==> config.mk <==
export PLATFORM = sky130hd
export DESIGN_NAME = entrada_bcd_flat
export DESIGN_NICKNAME = d
export VERILOG_FILES = /design/src/rtl/entrada_bcd_pkg.sv /design/src/rtl/entrada_bcd_if.sv /design/src/rtl/entrada_bcd_sincroniza_borda.sv /design/src/rtl/entrada_bcd.sv /design/src/flat_wrapper.sv
export SDC_FILE = /design/constraint.sdc
export NUM_CORES = 1
export LEC_CHECK = 0
export CORE_ASPECT_RATIO = 0.75
export CORE_MARGIN = 1
export CORE_UTILIZATION = 25
export CTS_BUF_LIST = sky130_fd_sc_hd__clkbuf_4 sky130_fd_sc_hd__clkbuf_8
export DETAILED_ROUTE_END_ITERATION = 12
export PLACE_DENSITY = 0.39
export SLEW_MARGIN = 15
export SYNTH_ARGS = -nofsm -noshare
export SYNTH_HDL_FRONTEND = slang
export SYNTH_SLANG_ARGS = --single-unit
==> constraint.sdc <==
create_clock -name clock -period 4.1 [get_ports clock]
set_clock_uncertainty 0.1 [all_clocks]
set_input_delay 0.615 -clock clock [delete_from_list [all_inputs] [get_ports clock]]
set_output_delay 0.615 -clock clock [all_outputs]
set_load 0.01 [all_outputs]
==> src/rtl/entrada_bcd_pkg.sv <==
// entrada_pkg: shared types and helpers for the BCD input stage.
//   estado_t      : conversion FSM states
//   BCD_MAX       : largest legal BCD digit
//   DIGITOS_PADRAO: default digit count
//   mul10()       : shift-add multiply by ten
package entrada_pkg;

  typedef enum logic [1:0] {
    OCIOSO = 2'd0,
    CONV   = 2'd1,
    PRONTO = 2'd2
  } estado_t;

  localparam logic [3:0]  BCD_MAX        = 4'd9;
  localparam int unsigned DIGITOS_PADRAO = 4;
  localparam int unsigned LARGURA_PADRAO = 32;
  localparam int unsigned DIG_W          = 4;
  localparam int unsigned MUL_W          = 64;

  // x*10 as (x<<3)+(x<<1); callers truncate to their own width.
  function automatic logic [MUL_W-1:0] mul10(input logic [MUL_W-1:0] x);
    return (x << 3) + (x << 1);
  endfunction

endpackage

==> src/rtl/entrada_bcd_if.sv <==
// entrada_bcd_if: handshake between the BCD input stage and the MIPS core.
//   in           : core executes IN this cycle (consume request)
//   valorentrada : converted word
//   pronto       : word valid and not yet consumed
//   espera       : stall request to the core (in & ~pronto)
// Modports: master = core side, slave = input stage.
interface entrada_bcd_if #(
  parameter int unsigned LARGURA = 32
);
  logic               in;
  logic [LARGURA-1:0] valorentrada;
  logic               pronto;
  logic               espera;

  modport master (output in, input valorentrada, input pronto, input espera);
  modport slave  (input in, output valorentrada, output pronto, output espera);
endinterface

==> src/rtl/entrada_bcd_sincroniza_borda.sv <==
// sincroniza_borda: SYNC_STAGES-flop synchronizer for an asynchronous
// push-button followed by a rising-edge detector; emits a registered
// one-cycle pulse per press.
//   clock, reset : system clock, synchronous active-high reset
//   botao_i      : asynchronous active-high button
//   pulso_o      : one-cycle pulse on each synchronized rising edge
module sincroniza_borda #(
  parameter int unsigned SYNC_STAGES = 2
) (
  input  logic clock,
  input  logic reset,
  input  logic botao_i,
  output logic pulso_o
);

  logic [SYNC_STAGES-1:0] sync_q;
  logic                   ant_q;
  logic                   pulso_q;

  // Synchronizer chain, previous-level flop and edge pulse.
  always_ff @(posedge clock) begin
    if (reset) begin
      sync_q  <= '0;
      ant_q   <= 1'b0;
      pulso_q <= 1'b0;
    end else begin
      sync_q  <= {sync_q[SYNC_STAGES-2:0], botao_i};
      ant_q   <= sync_q[SYNC_STAGES-1];
      pulso_q <= sync_q[SYNC_STAGES-1] & ~ant_q;
    end
  end

  assign pulso_o = pulso_q;

endmodule

==> src/rtl/entrada_bcd.sv <==
// entrada_bcd: reads four BCD digit switch groups, converts them digit-serially
// (acc*10+d, most significant digit first) into a binary word and hands it to
// the core for the IN instruction.
//   clock, reset    : system clock, synchronous active-high reset
//   milhares..unidades : BCD digits 3..0 (snapshotted at capture)
//   negativo        : sign switch, only with ENTRADA_SINAL_EN defined
//   confirma        : asynchronous push-button starting a capture
//   cpu (slave)     : in / valorentrada / pronto / espera handshake
//   erro            : last capture contained a digit > 9
//   ocupado         : conversion in progress
// Optional feature: define ENTRADA_SINAL_EN for signed (negated) results.
module entrada_bcd
  import entrada_pkg::*;
#(
  parameter int unsigned DIGITOS     = DIGITOS_PADRAO,
  parameter int unsigned LARGURA     = LARGURA_PADRAO,
  parameter int unsigned SYNC_STAGES = 2
) (
  input  logic             clock,
  input  logic             reset,
  input  logic [DIG_W-1:0] milhares,
  input  logic [DIG_W-1:0] centenas,
  input  logic [DIG_W-1:0] dezenas,
  input  logic [DIG_W-1:0] unidades,
`ifdef ENTRADA_SINAL_EN
  input  logic             negativo,
`endif
  input  logic             confirma,
  entrada_bcd_if.slave     cpu,
  output logic             erro,
  output logic             ocupado
);

  localparam int unsigned IDX_W = (DIGITOS > 1) ? $clog2(DIGITOS) : 1;

  estado_t            estado_q;
  logic [LARGURA-1:0] acc_q;
  logic [LARGURA-1:0] acc_d;
  logic [LARGURA-1:0] final_c;
  logic [IDX_W-1:0]   idx_q;
  logic [LARGURA-1:0] valor_q;
  logic               pronto_q;
  logic               erro_q;
  logic               ocupado_q;
  logic               neg_q;
  logic [DIG_W-1:0]   dig_q  [DIGITOS];
  logic [DIG_W-1:0]   dig_sw [DIGITOS];
  logic [DIG_W-1:0]   portas [4];
  logic               cap;
  logic               valido_c;

  sincroniza_borda #(.SYNC_STAGES(SYNC_STAGES)) u_sync (
    .clock   (clock),
    .reset   (reset),
    .botao_i (confirma),
    .pulso_o (cap)
  );

  // Switch groups as an array indexed by digit position (0 = unidades).
  assign portas = '{unidades, dezenas, centenas, milhares};

  for (genvar g = 0; g < DIGITOS; g++) begin : g_sw
    if (g < 4) begin : g_porta
      assign dig_sw[g] = portas[g];
    end else begin : g_zero
      assign dig_sw[g] = '0;
    end
  end

  // A capture is accepted only if every digit is a legal BCD value.
  always_comb begin
    valido_c = 1'b1;
    for (int i = 0; i < DIGITOS; i++) begin
      if (dig_sw[i] > BCD_MAX) valido_c = 1'b0;
    end
  end

  // One accumulation step on the snapshotted digit.
  assign acc_d = LARGURA'(mul10(MUL_W'(acc_q))) + LARGURA'(dig_q[idx_q]);

`ifdef ENTRADA_SINAL_EN
  // Two's complement negation; -0 naturally yields 0.
  assign final_c = neg_q ? LARGURA'(-acc_d) : acc_d;
`else
  assign final_c = acc_d;
`endif

  // Conversion FSM with registered outputs.
  always_ff @(posedge clock) begin
    if (reset) begin
      estado_q  <= OCIOSO;
      acc_q     <= '0;
      idx_q     <= '0;
      valor_q   <= '0;
      pronto_q  <= 1'b0;
      erro_q    <= 1'b0;
      ocupado_q <= 1'b0;
      neg_q     <= 1'b0;
      for (int i = 0; i < DIGITOS; i++) dig_q[i] <= '0;
    end else begin
      case (estado_q)
        OCIOSO: begin
          if (cap) begin
            if (valido_c) begin
              dig_q     <= dig_sw;
              acc_q     <= '0;
              idx_q     <= IDX_W'(DIGITOS - 1);
              erro_q    <= 1'b0;
              ocupado_q <= 1'b1;
`ifdef ENTRADA_SINAL_EN
              neg_q     <= negativo;
`endif
              estado_q  <= CONV;
            end else begin
              erro_q <= 1'b1;
            end
          end
        end
        CONV: begin
          // Captures are ignored here; the snapshot stays frozen.
          acc_q <= acc_d;
          idx_q <= idx_q - IDX_W'(1);
          if (idx_q == '0) begin
            valor_q   <= final_c;
            pronto_q  <= 1'b1;
            ocupado_q <= 1'b0;
            estado_q  <= PRONTO;
          end
        end
        PRONTO: begin
          // The core samples valorentrada in the in&pronto cycle, so a
          // simultaneous valid capture both consumes and restarts.
          if (cap && valido_c) begin
            dig_q     <= dig_sw;
            acc_q     <= '0;
            idx_q     <= IDX_W'(DIGITOS - 1);
            erro_q    <= 1'b0;
            ocupado_q <= 1'b1;
            pronto_q  <= 1'b0;
`ifdef ENTRADA_SINAL_EN
            neg_q     <= negativo;
`endif
            estado_q  <= CONV;
          end else begin
            if (cap) erro_q <= 1'b1;
            if (cpu.in) begin
              pronto_q <= 1'b0;
              estado_q <= OCIOSO;
            end
          end
        end
        default: estado_q <= OCIOSO;
      endcase
    end
  end

  assign cpu.valorentrada = valor_q;
  assign cpu.pronto       = pronto_q;
  assign cpu.espera       = cpu.in & ~pronto_q;
  assign erro             = erro_q;
  assign ocupado          = ocupado_q;

endmodule

==> src/flat_wrapper.sv <==
// flat-port wrapper written by rule: the top's interface ports become plain ports
module entrada_bcd_flat import entrada_pkg::*;
#(
  parameter int unsigned DIGITOS     = DIGITOS_PADRAO,
  parameter int unsigned LARGURA     = LARGURA_PADRAO,
  parameter int unsigned SYNC_STAGES = 2
)
  (clock, reset, milhares, centenas, dezenas, unidades, confirma, erro, ocupado, cpu_in, cpu_valorentrada, cpu_pronto, cpu_espera);
  entrada_bcd_if #(.LARGURA(LARGURA)) cpu_i ();
  input  logic clock;
  input  logic reset;
  input  logic [DIG_W-1:0] milhares;
  input  logic [DIG_W-1:0] centenas;
  input  logic [DIG_W-1:0] dezenas;
  input  logic [DIG_W-1:0] unidades;
  input  logic confirma;
  output logic erro;
  output logic ocupado;
  input wire logic [$bits(cpu_i.in)-1:0] cpu_in;
  output wire logic [$bits(cpu_i.valorentrada)-1:0] cpu_valorentrada;
  output wire logic [$bits(cpu_i.pronto)-1:0] cpu_pronto;
  output wire logic [$bits(cpu_i.espera)-1:0] cpu_espera;
  assign cpu_i.in = cpu_in;
  assign cpu_valorentrada = cpu_i.valorentrada;
  assign cpu_pronto = cpu_i.pronto;
  assign cpu_espera = cpu_i.espera;
  entrada_bcd #(.DIGITOS(DIGITOS), .LARGURA(LARGURA), .SYNC_STAGES(SYNC_STAGES)) u_core (.clock(clock), .reset(reset), .milhares(milhares), .centenas(centenas), .dezenas(dezenas), .unidades(unidades), .confirma(confirma), .cpu(cpu_i), .erro(erro), .ocupado(ocupado));
endmodule
==> flow_summary_export.csv, run 1 <==
group,metric,value,unit
sta,post-route-period-util,0.928,
power,vdd_drop_max,147,uV
cells_and_area,diodes,0,
place,gp_congestion,0.806,
synth,yosysUniqueCellTypes,61,
sta,slew_viol_final,0,
drt,vias,4874,
clocking,postCtsHoldBufs,0,
critical_path,r2r-end,"u_core.cpu.valorentrada[26]$_SDFFE_PP0P_",
sta,setup_viol,0,
place,pre_cts_slack,0.239,ns
place,numPortBuffers,55,
synth,syn_inst,652,
floorplan,coreArea,21300,sq um
cells_and_area,drive_above_1_share,0.0721,
power,power_frac_clock,0.412,
drt,drc,0,
drt,drt_iter0_markers,304,
synth,synth_top_area_cell,"dfxtp_1",
synth,synth-seq-cells,90,
power,pwr-share-seq,0.547,
power,leakagePower,2.69,nW
sta,slew_headroom,0.504,
critical_path,r2r_start,"u_core.idx_q[1]$_SDFFE_PP0P_",
sta,fmax,0.263,GHz
sta,rsz0062_at_grt,"false",
cells_and_area,fin_nets,788,
cells_and_area,regArea,1800,sq um
power,swShare,0.259,
sta,worst_pin_slew,0.744,ns
sta,layout_setup_ws,0.296,ns
drt,ant_nets,0,
global_route,grt_pass1_vias,4697,
clocking,cts_tree,"done",
drt,totalWireLength,17100,microns
global_route,groute.usage.overall,0.155,
critical_path,worst_ep_required_time,4.29,ns
critical_path,end_kind,"register",
cells_and_area,area_growth,20.2,%
synth,synth.area.top_cells,"dfxtp_1 (33%), ha_1 (14%), a21oi_1 (5.8%)",
power,power_frac_comb,0.041,
synth,synth_top_flop_cell,"dfxtp_1",
drt,via_per_inst,4.90,
drt,wire_per_inst,17.1,microns
hold_path,whs_endpoint,"u_core.u_sync.pulso_o$_SDFF_PP0_",
critical_path,cp_slowest_cell,"mux4_2",
clocking,cts.sinks,90,
sta,hold_viol,0,
synth,synthArstFlopShare,0,
global_route,antenna_found_initial,0,
synth,synthTopCellsByCount,"dfxtp_1 (90), nand2_1 (79), nor2_1 (66), a21oi_1 (63), ha_1 (63)",
hold_path,hold_path_class,"reg -> reg",
power,p_sw,417,uW
synth,ys.warnings.count,0,
synth,yosysMostFrequentCell,"dfxtp_1",
run_status,status,"finished clean",
synth,syn_nets,737,
critical_path,slowest_delay,0.56,ns
sta,post-route-min-period,3.80,ns
clocking,htreeDepth,3,
synth,ys_seq_area_frac,0.329,
job,maxCapViolCount,0,
synth,syn_area_per_cell,8.41,sq um
floorplan,die_h,130,microns
critical_path,reg2reg_slack,0.30,ns
place,hpwlAfterDp,12900,microns
clocking,clk_latency,0.39,ns
sta,tns,0,ns
synth,netlist_area,5480,sq um
synth,synth_top_area_frac,0.329,
critical_path,crit_chain,"mux4_2, inv_1, fa_1, fa_1, and2b_1, o2111ai_1, a21oi_1, nor2_1, a31oi_2, buf_4, a21boi_1, buf_4, o311ai_0",
synth,synth_edf_count,0,
critical_path,crit_buf_inv,3,
critical_path,critPathLaunchType,"register",
clocking,cts_buffer_depth,2,
power,internal_power,1.19,mW
critical_path,path_delay_family,"compound AO/OA/AOI/OAI gates",
cells_and_area,multiInputGateArea,3490,sq um
clocking,cts_buffers,9,
clocking,clock-root-buffer,"clkbuf_8",
cells_and_area,num-fill-cells,2279,
critical_path,crit_path_max_fanout,5,
clocking,clk_pin_slew,0.10,ns
critical_path,crit_arrival,4.00,ns
critical_path,critPathKind,"reg -> reg",
floorplan,std_cell_rows,46,
hold_path,hold_path.startpoint,"u_core.u_sync.ant_q$_SDFF_PP0_",
hold_path,min_path_cells,1,
critical_path,reg2reg_depth,13,
floorplan,io_pins,56,
floorplan,die_area,22500,sq um
power,pwr_density_cell,244,nW/um^2
floorplan,die_width,173,microns
global_route,globalRoute.totalOverflow,0,
floorplan,floorplan.initialDensity,0.257,
clocking,cts_setup_buffers,0,
global_route,grt_max_degree,45,
drt,firstDrtPassIters,4,
global_route,grt_pass1_wl,27000,microns
==> stage by stage <==
| stage | cell area (sq um) | hold WS, ns | util | total power [mW] | instances |
|---|---|---|---|---|---|
| floorplan | 5480 | 0.267 | - | 0.928 | 652 |
| global placement | 6390 | 0.280 | 0.300 | 0.968 | 980 |
| detailed placement | 6390 | 0.280 | 0.300 | 0.968 | 980 |
| CTS | 6590 | 0.299 | 0.309 | 1.64 | 995 |
| global route | 6590 | 0.327 | 0.309 | 1.67 | 995 |
| finish | 6590 | 0.293 | 0.309 | 1.61 | 995 |
==> what timing repair did <==
item,in CTS,in global routing
gates resized for setup,0,1
setup endpoints to repair,0,2
hold endpoints to repair,0,0
==> cells in the final DEF (no fill, tap or decap), types with 11 or more instances in the layout <==
cell type / netlist / final
buf_4: 0 / 17
nor2b_1: 12 / 12
xor2_1: 15 / 15
clkdlybuf4s50_1: 0 / 54
ha_1: 63 / 63
nand2_1: 79 / 79
mux2i_1: 19 / 19
dfxtp_1: 90 / 89
a21oi_1: 63 / 63
a21o_1: 12 / 12
nor2_1: 66 / 66
xnor2_1: 11 / 11
inv_1: 17 / 17
nand3_1: 22 / 22
o21ai_0: 28 / 28
==> state kept, by name (all words and copies together), names as in the netlist <==
register                 cells
u_core.u_sync.pulso_o        1
u_core.dig_q                16
u_core.idx_q                 2
u_core.ocupado               1
u_core.u_sync.sync_q         2
u_core.cpu.valorentrada     32
u_core.acc_q                31
u_core.estado_q              2
u_core.u_sync.ant_q          1
u_core.cpu.pronto            1
u_core.erro                  1
==> layer usage <==
layer | up-vias | part of all wire | track usage
met5 | - | 0 | 0
met4 | 0 | 0.0070 | 0.0318
met3 | 6 | 0.029 | 0.0288
met2 | 85 | 0.41 | 0.231
met1 | 2339 | 0.55 | 0.229
li1 | 2444 | - | -
==> worst reg2reg max path, stage by stage, from the launching register on <==
cell and delay, ns:
dfxtp_1 0.38, mux4_2 0.56, inv_1 0.10, fa_1 0.46, fa_1 0.48, and2b_1 0.23
o2111ai_1 0.17, a21oi_1 0.25, nor2_1 0.10, a31oi_2 0.13, buf_4 0.18, a21boi_1 0.12
buf_4 0.16, o311ai_0 0.30
==> power by group through the flow <==
stage / clock network [mW] / logic, mW / registers (mW)
finish: 0.662 / 0.0664 / 0.880
global route: 0.720 / 0.0725 / 0.881
CTS: 0.691 / 0.0682 / 0.880
detailed placement: 0 / 0.0678 / 0.900
global placement: 0 / 0.0676 / 0.900
floorplan: 0 / 0.0286 / 0.900
==> logic make-up (layout without fill, tap and decap cells) <==
kind of cell / count (synthesis) / count (layout) / synth area share
multiplexers: 23 / 23 / 0.0511
buffers and inverters: 49 / 104 / 0.0342
adder cells (fa/ha/maj): 65 / 65 / 0.151
AND/OR/NAND/NOR: 230 / 230 / 0.196
AO/OA/AOI/OAI: 169 / 169 / 0.197
flip-flops: 90 / 90 / 0.329
XOR/XNOR: 26 / 26 / 0.0416
==> final cells by class <==
cell class | count | share of cell area
repair buffers | 72 | 0.102
multi-input cells | 513 | 0.530
clock inverters | 6 | 0.0110
inverters | 17 | 0.00969
clock buffers | 9 | 0.0188
flip-flops and latches | 90 | 0.274
well taps | 288 | 0.0547
==> worst max path at each step <==
stage,start,endpoint,cells after the start
after CTS,u_core.idx_q[0]$_SDFFE_PP0P_,u_core.cpu.valorentrada[26]$_SDFFE_PP0P_,14
after global placement,u_core.idx_q[0]$_SDFFE_PP0P_,u_core.cpu.valorentrada[22]$_SDFFE_PP0P_,14
final,u_core.idx_q[1]$_SDFFE_PP0P_,u_core.cpu.valorentrada[26]$_SDFFE_PP0P_,13
after detailed placement,u_core.idx_q[0]$_SDFFE_PP0P_,u_core.cpu.valorentrada[26]$_SDFFE_PP0P_,14
after floorplan,u_core.idx_q[0]$_SDFFE_PP0P_,u_core.cpu.valorentrada[22]$_SDFFE_PP0P_,14
after global routing,u_core.idx_q[1]$_SDFFE_PP0P_,u_core.cpu.valorentrada[26]$_SDFFE_PP0P_,13
Note: power is estimated with default switching activity, not from simulation.
==> run 2, diff against run 1 <==
- MAX_ROUTING_LAYER: default -> met4
==> flow_summary_export.csv, run 2 (same netlist as run 1, synthesis figures left out) <==
group,metric,value,unit
place,numPortBuffers,55,
floorplan,die_area,22500,sq um
sta,slew_viol_final,0,
critical_path,crit_arrival,3.99,ns
global_route,groute.usage.overall,0.159,
critical_path,r2r_start,"u_core.idx_q[1]$_SDFFE_PP0P_",
global_route,antenna_found_initial,0,
cells_and_area,utilization,0.309,
sta,hold_viol,0,
floorplan,std_cell_rows,46,
drt,vias,4881,
drt,drt_iter0_markers,300,
drt,ant_nets,0,
global_route,grt_pass1_vias,4696,
cells_and_area,largest_reg_flops,32,
critical_path,reg2reg_slack,0.30,ns
job,maxCapViolCount,0,
cells_and_area,drive_above_1_share,0.0721,
sta,fmax,0.263,GHz
global_route,grt_pass1_wl,27100,microns
place,hpwlAfterDp,12900,microns
clocking,htreeDepth,3,
clocking,postCtsHoldBufs,0,
critical_path,worst_ep_required_time,4.29,ns
critical_path,end_kind,"register",
cells_and_area,multiInputGateArea,3490,sq um
global_route,globalRoute.totalOverflow,0,
power,vdd_drop_max,146,uV
cells_and_area,layout_commonest_cell,"dfxtp_1",
drt,via_per_inst,4.91,
cells_and_area,diodes,0,
power,pwr_density_cell,244,nW/um^2
clocking,cts_buffers,9,
drt,totalWireLength,17000,microns
critical_path,crit_path_max_fanout,5,
critical_path,critPathKind,"reg -> reg",
clocking,cts_tree,"done",
hold_path,hold_path_class,"reg -> reg",
drt,firstDrtPassIters,4,
clocking,cts_setup_buffers,0,
run_status,status,"finished clean",
clocking,clk_latency,0.39,ns
clocking,clk_pin_slew,0.10,ns
sta,setup_viol,0,
clocking,cts_buffer_depth,2,
cells_and_area,num-fill-cells,2279,
sta,rsz0062_at_grt,"false",
drt,wire_per_inst,17.1,microns
clocking,cts.sinks,90,
global_route,grt_max_degree,45,
floorplan,coreArea,21300,sq um
cells_and_area,regArea,1800,sq um
critical_path,cp-startpoint,"u_core.idx_q[1]$_SDFFE_PP0P_",
place,gp_congestion,0.818,
power,leakagePower,2.69,nW
hold_path,hold_path.startpoint,"u_core.u_sync.ant_q$_SDFF_PP0_",
drt,drc,0,
sta,post-route-min-period,3.80,ns
floorplan,die_width,173,microns
critical_path,critPathLaunchType,"register",
cells_and_area,layout_common_cells,"dfxtp_1 (89), nand2_1 (79), nor2_1 (66), a21oi_1 (63), ha_1 (63)",
cells_and_area,fin_nets,788,
sta,worst_pin_slew,0.750,ns
cells_and_area,area_growth,20.2,%
sta,post-route-period-util,0.926,
floorplan,floorplan.initialDensity,0.257,
floorplan,io_pins,56,
sta,tns,0,ns
sta,slew_headroom,0.500,
floorplan,die_h,130,microns
clocking,clock-root-buffer,"clkbuf_8",
run 2: what timing repair did:
action / in CTS / in global routing
endpoints found under the hold margin: 0 / 0
resized for setup: 0 / 1
endpoints found under the setup margin: 0 / 2
run 2: area by class of cell:
cell class	instances	area share
Sequential cell	90	0.274
Clock buffer	9	0.0188
Inverter	17	0.00969
Tap cell	288	0.0547
Multi-Input combinational cell	513	0.530
Timing Repair Buffer	72	0.102
Clock inverter	6	0.0110
run 2: final timing paths:
path / end / cells after the start
setup reg to reg: u_core.cpu.valorentrada[26]$_SDFFE_PP0P_ / 13
hold reg to reg: u_core.u_sync.pulso_o$_SDFF_PP0_ / 1
setup / recovery: u_core.cpu.valorentrada[26]$_SDFFE_PP0P_ / 13
hold / removal: u_core.u_sync.pulso_o$_SDFF_PP0_ / 1
run 2: through the flow:
step,total power [mW],setup slack [ns],std cells,cell area [sq um],hold slack (ns)
floorplan,0.928,0.453,652,5480,0.267
global placement,0.968,0.358,980,6390,0.280
detailed placement,0.968,0.239,980,6390,0.280
CTS,1.64,0.214,995,6590,0.299
global route,1.67,0.110,995,6590,0.327
finish,1.61,0.303,995,6590,0.293
run 2: critical path, stage by stage (launching register included):
cell and delay [ns]:
dfxtp_1 0.38, mux4_2 0.56, inv_1 0.10, fa_1 0.46, fa_1 0.48, and2b_1 0.23
o2111ai_1 0.17, a21oi_1 0.25, nor2_1 0.10, a31oi_2 0.13, buf_4 0.18, a21boi_1 0.11
buf_4 0.16, o311ai_0 0.30
run 2: metal layers:
layer	global-route usage	routed length, microns
met1	0.229	9480
met2	0.231	7020
met3	0.0286	403
met4	0.0318	136
met5	-	0
run 2: power by group:
group          internal [mW]  leakage [nW]  switching [mW]
registers              0.877         0.726         0.00247
logic                 0.0282          1.86          0.0385
clock network          0.287        0.0967           0.375
total                   1.19          2.69           0.416
